===== src/rtl/fp16_green_pkg.sv =====
// Shared constants and types for the single-precision divider.
package fp16_green_pkg;

  localparam int          FP32_BIAS        = 127;
  localparam logic [31:0] FP32_QNAN        = 32'h7FC00000;
  localparam logic [31:0] FP32_POS_INF     = 32'h7F800000;
  localparam int          FP32_DIV_ITERS   = 27;
  localparam int          FP32_DIV_LATENCY = 29;

  typedef enum logic [1:0] {
    ST_IDLE,
    ST_UNPACK,
    ST_DIVIDE,
    ST_ROUND
  } div_state_t;

  typedef struct packed {
    logic overflow;
    logic underflow;
    logic div_by_zero;
    logic invalid;
  } fp_flags_t;

endpackage


===== src/rtl/fp32_round_pack.sv =====
// Normalizes the raw 27-bit quotient, rounds to nearest-even and packs a
// binary32 value, saturating to infinity or flushing to zero out of range.
module fp32_round_pack
  import fp16_green_pkg::*;
(
  input  logic              sign,
  input  logic signed [9:0] exp_in,
  input  logic [26:0]       quot,
  input  logic              rem_nonzero,
  output logic [31:0]       result,
  output logic              overflow,
  output logic              underflow
);

  logic [23:0]       mant;
  logic              guard;
  logic              sticky;
  logic              round_up;
  logic [24:0]       mant_rnd;
  logic [22:0]       frac;
  logic signed [9:0] exp_norm;
  logic signed [9:0] exp_final;

  always_comb begin
    // A leading zero means the dividend significand was smaller than the divisor's.
    if (quot[26]) begin
      mant     = quot[26:3];
      guard    = quot[2];
      sticky   = (|quot[1:0]) | rem_nonzero;
      exp_norm = exp_in;
    end else begin
      mant     = quot[25:2];
      guard    = quot[1];
      sticky   = quot[0] | rem_nonzero;
      exp_norm = exp_in - 10'sd1;
    end
    round_up  = guard & (sticky | mant[0]);
    mant_rnd  = {1'b0, mant} + {24'd0, round_up};
    exp_final = mant_rnd[24] ? exp_norm + 10'sd1 : exp_norm;
    frac      = mant_rnd[24] ? mant_rnd[23:1] : mant_rnd[22:0];
    overflow  = (exp_final > 10'sd254);
    underflow = (exp_final < 10'sd1);
    if (overflow) begin
      result = {sign, FP32_POS_INF[30:0]};
    end else if (underflow) begin
      result = {sign, 31'd0};
    end else begin
      result = {sign, exp_final[7:0], frac};
    end
  end

endmodule


===== src/rtl/fp32_divider.sv =====
// Multi-cycle IEEE-754 binary32 divider: restoring radix-2 significand
// division, one quotient bit per cycle, with flush-to-zero of subnormals.
module fp32_divider
  import fp16_green_pkg::*;
#(
  parameter int DIV_ITERS = FP32_DIV_ITERS,
  parameter int LATENCY   = FP32_DIV_LATENCY
) (
  input  logic        clk,
  input  logic        rst_n,
  input  logic        valid_in,
  input  logic [31:0] a,
  input  logic [31:0] b,
  output logic        ready,
  output logic [31:0] result,
  output logic        valid_out,
  output logic        overflow,
  output logic        underflow,
  output logic        div_by_zero,
  output logic        invalid
);

  localparam int CNT_W         = $clog2(DIV_ITERS);
  localparam int DIVIDE_CYCLES = LATENCY - 2;

  div_state_t state, state_next;

  logic [31:0]          a_q, b_q;
  logic [CNT_W-1:0]     iter;
  logic [25:0]          rem;
  logic [23:0]          div_sig;
  logic [DIV_ITERS-1:0] quot;
  logic signed [9:0]    exp_q;
  logic                 sign_q;
  logic                 special_q;
  logic [31:0]          special_res_q;
  logic                 special_inv_q, special_dbz_q;
  logic [31:0]          result_q;
  fp_flags_t            flags_q;
  logic                 valid_q;

  logic [7:0]        ea, eb;
  logic              a_nan, a_inf, a_zero, b_nan, b_inf, b_zero;
  logic              sign_ab;
  logic [23:0]       sig_a, sig_b;
  logic signed [9:0] exp_diff;
  logic              spec_hit, spec_inv, spec_dbz;
  logic [31:0]       spec_res;
  logic              fits;
  logic [25:0]       rem_sub;
  logic [31:0]       rp_result;
  logic              rp_overflow, rp_underflow;

  // Operand classification and special-case selection, used during UNPACK.
  always_comb begin
    ea       = a_q[30:23];
    eb       = b_q[30:23];
    a_nan    = (ea == 8'hFF) && (a_q[22:0] != 23'd0);
    a_inf    = (ea == 8'hFF) && (a_q[22:0] == 23'd0);
    a_zero   = (ea == 8'h00);
    b_nan    = (eb == 8'hFF) && (b_q[22:0] != 23'd0);
    b_inf    = (eb == 8'hFF) && (b_q[22:0] == 23'd0);
    b_zero   = (eb == 8'h00);
    sign_ab  = a_q[31] ^ b_q[31];
    sig_a    = a_zero ? 24'd0 : {1'b1, a_q[22:0]};
    sig_b    = b_zero ? 24'd0 : {1'b1, b_q[22:0]};
    exp_diff = $signed({2'b00, ea}) - $signed({2'b00, eb}) + $signed(10'(FP32_BIAS));
    spec_hit = 1'b1;
    spec_inv = 1'b0;
    spec_dbz = 1'b0;
    spec_res = FP32_QNAN;
    if (a_nan || b_nan) begin
      spec_inv = 1'b1;
    end else if ((a_zero && b_zero) || (a_inf && b_inf)) begin
      spec_inv = 1'b1;
    end else if (b_zero && !a_inf) begin
      spec_dbz = 1'b1;
      spec_res = {sign_ab, FP32_POS_INF[30:0]};
    end else if (a_inf) begin
      spec_res = {sign_ab, FP32_POS_INF[30:0]};
    end else if (b_inf || a_zero) begin
      spec_res = {sign_ab, 31'd0};
    end else begin
      spec_hit = 1'b0;
    end
  end

  always_comb begin
    fits    = (rem >= {2'b00, div_sig});
    rem_sub = rem - {2'b00, div_sig};
  end

  fp32_round_pack u_round_pack (
    .sign        (sign_q),
    .exp_in      (exp_q),
    .quot        (quot),
    .rem_nonzero (|rem),
    .result      (rp_result),
    .overflow    (rp_overflow),
    .underflow   (rp_underflow)
  );

  always_ff @(posedge clk or negedge rst_n) begin
    if (!rst_n) begin
      state <= ST_IDLE;
    end else begin
      state <= state_next;
    end
  end

  always_comb begin
    state_next = state;
    case (state)
      ST_IDLE:   if (valid_in) state_next = ST_UNPACK;
      ST_UNPACK: state_next = ST_DIVIDE;
      ST_DIVIDE: if (iter == CNT_W'(DIVIDE_CYCLES - 1)) state_next = ST_ROUND;
      ST_ROUND:  state_next = ST_IDLE;
      default:   state_next = ST_IDLE;
    endcase
  end

  always_ff @(posedge clk or negedge rst_n) begin
    if (!rst_n) begin
      a_q           <= '0;
      b_q           <= '0;
      iter          <= '0;
      rem           <= '0;
      div_sig       <= '0;
      quot          <= '0;
      exp_q         <= '0;
      sign_q        <= 1'b0;
      special_q     <= 1'b0;
      special_res_q <= '0;
      special_inv_q <= 1'b0;
      special_dbz_q <= 1'b0;
      result_q      <= '0;
      flags_q       <= '0;
      valid_q       <= 1'b0;
    end else begin
      valid_q <= (state == ST_ROUND);
      case (state)
        ST_IDLE: begin
          if (valid_in) begin
            a_q <= a;
            b_q <= b;
          end
        end
        ST_UNPACK: begin
          rem           <= {2'b00, sig_a};
          div_sig       <= sig_b;
          quot          <= '0;
          iter          <= '0;
          exp_q         <= exp_diff;
          sign_q        <= sign_ab;
          special_q     <= spec_hit;
          special_res_q <= spec_res;
          special_inv_q <= spec_inv;
          special_dbz_q <= spec_dbz;
        end
        ST_DIVIDE: begin
          quot <= {quot[DIV_ITERS-2:0], fits};
          rem  <= fits ? (rem_sub << 1) : (rem << 1);
          iter <= iter + CNT_W'(1);
        end
        ST_ROUND: begin
          // Specials still run the full pipeline so latency is class-independent.
          if (special_q) begin
            result_q <= special_res_q;
            flags_q  <= '{overflow: 1'b0, underflow: 1'b0,
                          div_by_zero: special_dbz_q, invalid: special_inv_q};
          end else begin
            result_q <= rp_result;
            flags_q  <= '{overflow: rp_overflow, underflow: rp_underflow,
                          div_by_zero: 1'b0, invalid: 1'b0};
          end
        end
        default: ;
      endcase
    end
  end

  assign ready       = (state == ST_IDLE);
  assign result      = result_q;
  assign valid_out   = valid_q;
  assign overflow    = valid_q & flags_q.overflow;
  assign underflow   = valid_q & flags_q.underflow;
  assign div_by_zero = valid_q & flags_q.div_by_zero;
  assign invalid     = valid_q & flags_q.invalid;

endmodule


===== config.mk =====
export PLATFORM = sky130hd
export DESIGN_NAME = fp32_divider
export DESIGN_NICKNAME = d
export VERILOG_FILES = /design/src/rtl/fp16_green_pkg.sv /design/src/rtl/fp32_round_pack.sv /design/src/rtl/fp32_divider.sv
export SDC_FILE = /design/constraint.sdc
export NUM_CORES = 1
export LEC_CHECK = 0
export CAP_MARGIN = 30
export CORE_ASPECT_RATIO = 0.5
export CORE_UTILIZATION = 45
export CTS_CLUSTER_DIAMETER = 60
export DETAILED_ROUTE_END_ITERATION = 10
export PLACE_DENSITY = 0.73
export SLEW_MARGIN = 0
export SYNTH_ARGS = -nofsm -noshare
export SYNTH_HDL_FRONTEND = slang
export SYNTH_SLANG_ARGS = --single-unit

===== constraint.sdc =====
create_clock -name clk -period 4.5 [get_ports clk]
set_input_delay 0.675 -clock clk [delete_from_list [all_inputs] [get_ports clk]]
set_output_delay 0.675 -clock clk [all_outputs]
set_load 0.02 [all_outputs]

# Yosys cells after proc, flatten, opt, wreduce, memory -nomap -nowiden
# Cells that the tools add are included.
# word_totals
reg_bits,231
in_bits,67
output_inout_bits,38
word_cells,103
# classes
addsub,7
order_cmp,3
eq_ne,8
mux,34
bitwise_logic,9
n_reduce_logical,23
# ops
op,n
$mux 32,6
$mux 24,3
$mux 31,2
$pmux 27 s2,1
$pmux 26 s2,1
$logic_not 23->1,2
$reduce_bool 23->1,2
$ge 26x24->1,1
$mux 26,1
$reduce_or 26->1,1
$add 24x1->25,1
$sub 25x24->25,1
$mux 23,1
$mux 10,2
$eq 8x8->1 const B,2
$logic_not 8->1,2
$mux 1,12
$add 10x2->10 const B,1
$add 9x8->10 const B,1
$gt 10x9->1 const B,1
$lt 10x2->1 const B,1
$pmux 5 s2,1
$sub 10x2->10 const B,1
$sub 8x8->9,1
18 further kinds,36

# Longest topological paths before layout
# depth
word_depth,11
mapped_depth,19

# Hierarchy
# A second synthesis with hierarchy kept.
# unflattened
hier_cells,1316
area_unflattened_um2,12443.2
# by_module_without_submodules
module,n_inst,cells_each,area_per_inst_um2,seq_area_each_um2
fp32_divider,1,1012,10341.2,5054.8
fp32_round_pack,1,304,2102.0,0.0

# Worst setup path after synthesis
# No wires, ideal clock.
# synth_path
kind,reg2reg
start,register quot[26]
end,"register result_q[5], in the netlist result[5]"
setup_time_ns,0.075
arrival_ns,4.387
setup_slack_ns,0.038
path_stages_with_launch,19
path_buffers,6
synth_period_minus_slack_ns,4.462
path_cell_list,dfrtp_1 buf_6 buf_4 clkbuf_1 clkbuf_1 clkbuf_1 nand2_1 o21ai_0 ha_1 nand2_1 a2111oi_2 nand4_1 or2_1 a2111oi_2 xor2_1 nand4_4 nand2b_4 buf_6 o2bb2ai_2
# synth_between
elab_chain_len,9
word_cells_on_any_way,15
# synth_rtl
element,line_no,source
start: declaration,fp32_divider.sv:32,logic [DIV_ITERS-1:0] quot;
start signal: assignment,fp32_divider.sv:161,"quot <= {quot[DIV_ITERS-2:0], fits};"
$mux 1 or $mux 24 (tied branches),fp32_round_pack.sv:26,if (quot[26]) begin
$or 1x1->1,fp32_round_pack.sv:37,round_up = guard & (sticky | mant[0]);
$and 1x1->1,fp32_round_pack.sv:37,
$add 24x1->25,fp32_round_pack.sv:38,"mant_rnd = {1'b0, mant} + {24'd0, round_up};"
$mux 10,fp32_round_pack.sv:39,exp_final = mant_rnd[24] ? exp_norm + 10'sd1 : exp_norm;
$lt 10x2->1,fp32_round_pack.sv:42,underflow = (exp_final < 10'sd1);
$mux 31,fp32_round_pack.sv:45,end else if (underflow) begin
$mux 31 *,fp32_round_pack.sv:43,if (overflow) begin
$mux 32 *,fp32_divider.sv:167,if (special_q) begin
end signal: assignment,fp32_divider.sv:168,result_q <= special_res_q;
end signal: assignment,fp32_divider.sv:172,result_q <= rp_result;
end: declaration,fp32_divider.sv:38,logic [31:0] result_q;
# Mark *: on every way between the ends. The rest lies on a longest branch, timed or not.
# A chain may end at the register's enable or synchronous reset.

# Worst setup path in the final report
# layout_path
start,register quot[26]
end,"register result_q[9], in the netlist result[9]"
# Same word-level chain as after synthesis.

==> results by group <==
Status
  • Status: finished, final reports clean

Detailed routing
  • Vias: 9,510
  • DRT Pass-1 Iters: 5
  • DR iter-0 viols: 760
  • Antenna-violating nets left: 0
  • Routed length per instance: 17.7 µm
  • Residual DRC: 0
  • Post-Route WL: 29,600 µm
  • Vias per cell: 5.67

Yosys
  • Post-synth top area share: 0.423
  • Mapped Avg Cell Area: 9.62 µm²
  • YS warnings: 0
  • #FFs+latches synth: 202
  • Predominant post-synthesis flop cell: dfrtp_1
  • Sequential fraction of the synthesis area: 0.423
  • Syn Nets: 1,353
  • Synth async-reset ratio: 1.00
  • Synth area leader: dfrtp_1
  • Synthesized instance count: 1,242
  • Area contributors post-synth: dfrtp_1 (42%), mux2_2 (7.0%), xnor2_1 (5.1%), ha_1 (4.4%), o21ai_0 (3.3%)
  • Yosys cell types: 75
  • Post-synth EDFFs: 0
  • Synthesized area: 11,900 µm²

Setup path
  • Worst Path Required: 4.93 ns
  • Cell family with most CP delay: simple AND/OR/NAND/NOR gates
  • CP bufs+invs: 1
  • Max stage delay on crit path: 0.51 ns
  • CP endpoint kind: flip-flop
  • CP max stage cell: dfrtp_2
  • Reg-to-reg slack, setup: 0.41 ns
  • CP arrival: 4.53 ns
  • Crit-path max FO: 16
  • WS Path Type: reg2reg
  • Most frequent CP cell: a2111oi_2
  • Setup crit start kind: flip-flop
  • Critical-path cell list: nand2b_1 > a21oi_1 > ha_1 > nand2_1 > a2111oi_2 > buf_4 > nand4_1 > or2_1 > a2111oi_2 > xor2_1 > nand4_4 > nand2b_4 > o2bb2ai_2

Floorplan
  • Die H: 117 µm
  • Cell Rows: 41
  • DIE AREA: 27,200 µm²
  • Die Width: 232 µm
  • Initial core utilization: 0.466
  • Boundary Pins: 105
  • Core area: 25,600 µm²

Clocking
  • Longest Clk Path Bufs: 3
  • Post_cts resized: 0
  • H-Tree Depth: 1
  • CTS Hold Bufs: 0
  • Post-CTS Setup Inserts: 0
  • Worst-Skew Late Latency: 0.52 ns
  • TritonCTS clock tree: yes
  • Clk root buf: clkbuf_16
  • Sink Count: 202
  • Reg clk slew, reported paths: 0.07 ns
  • Inserted Clock Buffers: 21

STA
  • Layout Skew: 0.0178 ns
  • Final setup vio count: 0
  • Max Slew Vio Count: 0
  • Least-Margin Pin Slew: 0.902 ns
  • Post-layout min period: 4.09 ns
  • Final hold violation count: 0
  • Crit share post-route: 0.910
  • Relative slew slack: 0.397
  • Fmax: 244 MHz
  • Final worst slack: 0.406 ns
  • Unrepaired setup endpoints after global routing: false
  • Worst hold margin: 0.264 ns
  • Setup TNS: 0 ns

Global routing
  • Total global routing overflow: 0
  • First-pass GRT wire length: 48,700 µm
  • Vias in the first global route: 9,400
  • GRT Overall Usage: 0.223
  • Pin count of the biggest net entering global routing: 106
  • Initial antenna violation count: 0

Pwr
  • Clock share of power: 0.167
  • Combinational share of power: 0.541
  • Internal Dissipation: 0.00604 W
  • Switching Share: 0.435
  • Register share of total power: 0.292
  • P per Cell Area: 763 nW/µm²
  • P_leak: 5.65 nW
  • Total net switching power: 0.00464 W
  • VDD IR max: 0.000275 V
  • Power consumption: 0.0107 W

Flow run
  • Max Cap Violations: 0

Min path
  • Min-delay worst type: in2async

Final layout
  • Share of cells above drive strength 1: 0.116
  • Most common cell after layout, fill and taps aside: dfrtp_1
  • Layout area overhead: 17.2%
  • Antenna Cells: 0
  • Layout Nets: 1,431
  • FILL cells: 2,291
  • Commonest cells after routing, fill and taps aside: dfrtp_1 (201), clkdlybuf4s50_1 (103), nand2_1 (98)

Placement
  • RePlAce Congestion: 0.913
  • Buffers added on ports: 104
  • Setup WS pre-CTS: 0.399 ns
  • DPL Wire Length: 21,900 µm
per-stage QoR:
step | utilization | instances | cell area (µm²)
after global placement | 0.519 | 1640 | 13300
final | 0.546 | 1677 | 14000
after global routing | 0.546 | 1677 | 14000
after floorplan | - | 1242 | 11900
after detailed placement | 0.519 | 1641 | 13300
after CTS | 0.546 | 1677 | 14000
cell usage after synthesis, drive strengths merged, types with 7 or more instances:
cell / number
or4: 7
nor2b: 8
o21ai: 79
ha: 42
a21o: 15
o22ai: 30
o21a: 7
o31ai: 9
o221ai: 7
a21oi: 60
nor3: 16
a22oi: 14
nand4: 28
nand3: 54
a31oi: 8
mux2i: 30
mux2: 74
nand2b: 7
nand2: 99
nor2: 61
xor2: 18
inv: 89
xnor2: 70
nor4: 29
clkbuf: 56
dfrtp: 202
o2bb2ai: 23
and2: 11
buf: 12
cells by family (layout without fill, tap and decap cells):
kind of cell / count (synthesis) / after routing / synth area share
simple gates: 346 / 346 / 0.148
buf+inv: 158 / 249 / 0.0514
xor+xnor: 88 / 88 / 0.0645
compound gates: 300 / 300 / 0.170
flops: 202 / 202 / 0.423
mux: 104 / 104 / 0.0949
fa+ha+maj: 44 / 44 / 0.0473
power by group through the flow:
stage	Combinational, W	Sequential (W)	Clock, W
after floorplan	0.00447	0.00293	0
after global placement	0.00556	0.00311	0
after detailed placement	0.00572	0.00315	0
after CTS	0.00576	0.00312	0.00183
after global routing	0.00640	0.00321	0.00191
final	0.00577	0.00312	0.00179
final cells by class:
| class | count | area [µm²] | area share |
|---|---|---|---|
| multi-input cells | 882 | 6280 | 0.449 |
| flip-flops and latches | 202 | 5060 | 0.361 |
| repair buffers | 123 | 1200 | 0.0856 |
| clock buffers | 26 | 554 | 0.0396 |
| well taps | 344 | 430 | 0.0308 |
| inverters | 90 | 338 | 0.0241 |
| clock inverters | 10 | 135 | 0.00965 |
registers in the layout, indices dropped and copies added, names as in the netlist:
| name | cells |
|---|---|
| result | 32 |
| valid_out | 1 |
| rem | 26 |
| special_inv_q | 1 |
| special_dbz_q | 1 |
| b_q | 32 |
| special_res_q | 3 |
| iter | 5 |
| exp_q | 10 |
| state | 2 |
| sign_q | 1 |
| flags_q | 4 |
| a_q | 32 |
| special_q | 1 |
| quot | 27 |
| div_sig | 24 |
metal layers:
metal,GRT usage,share of wire
met1,0.310,0.47
met2,0.370,0.46
met3,0.0320,0.043
met4,0.0544,0.021
met5,0,0
path summary, 6_finish.rpt:
kind / start / end / cells after the start
setup / recovery: quot[26] / result[9] / 13
hold / removal: rst_n / a_q[11] / 1
setup reg to reg: quot[26] / result[9] / 13
hold reg to reg: flags_q[2] / flags_q[2] / 2
max in group asynchronous: rst_n / b_q[27] / 2
min in group clk: flags_q[2] / flags_q[2] / 2
No activity file was read; power rests on OpenSTA's default activity.
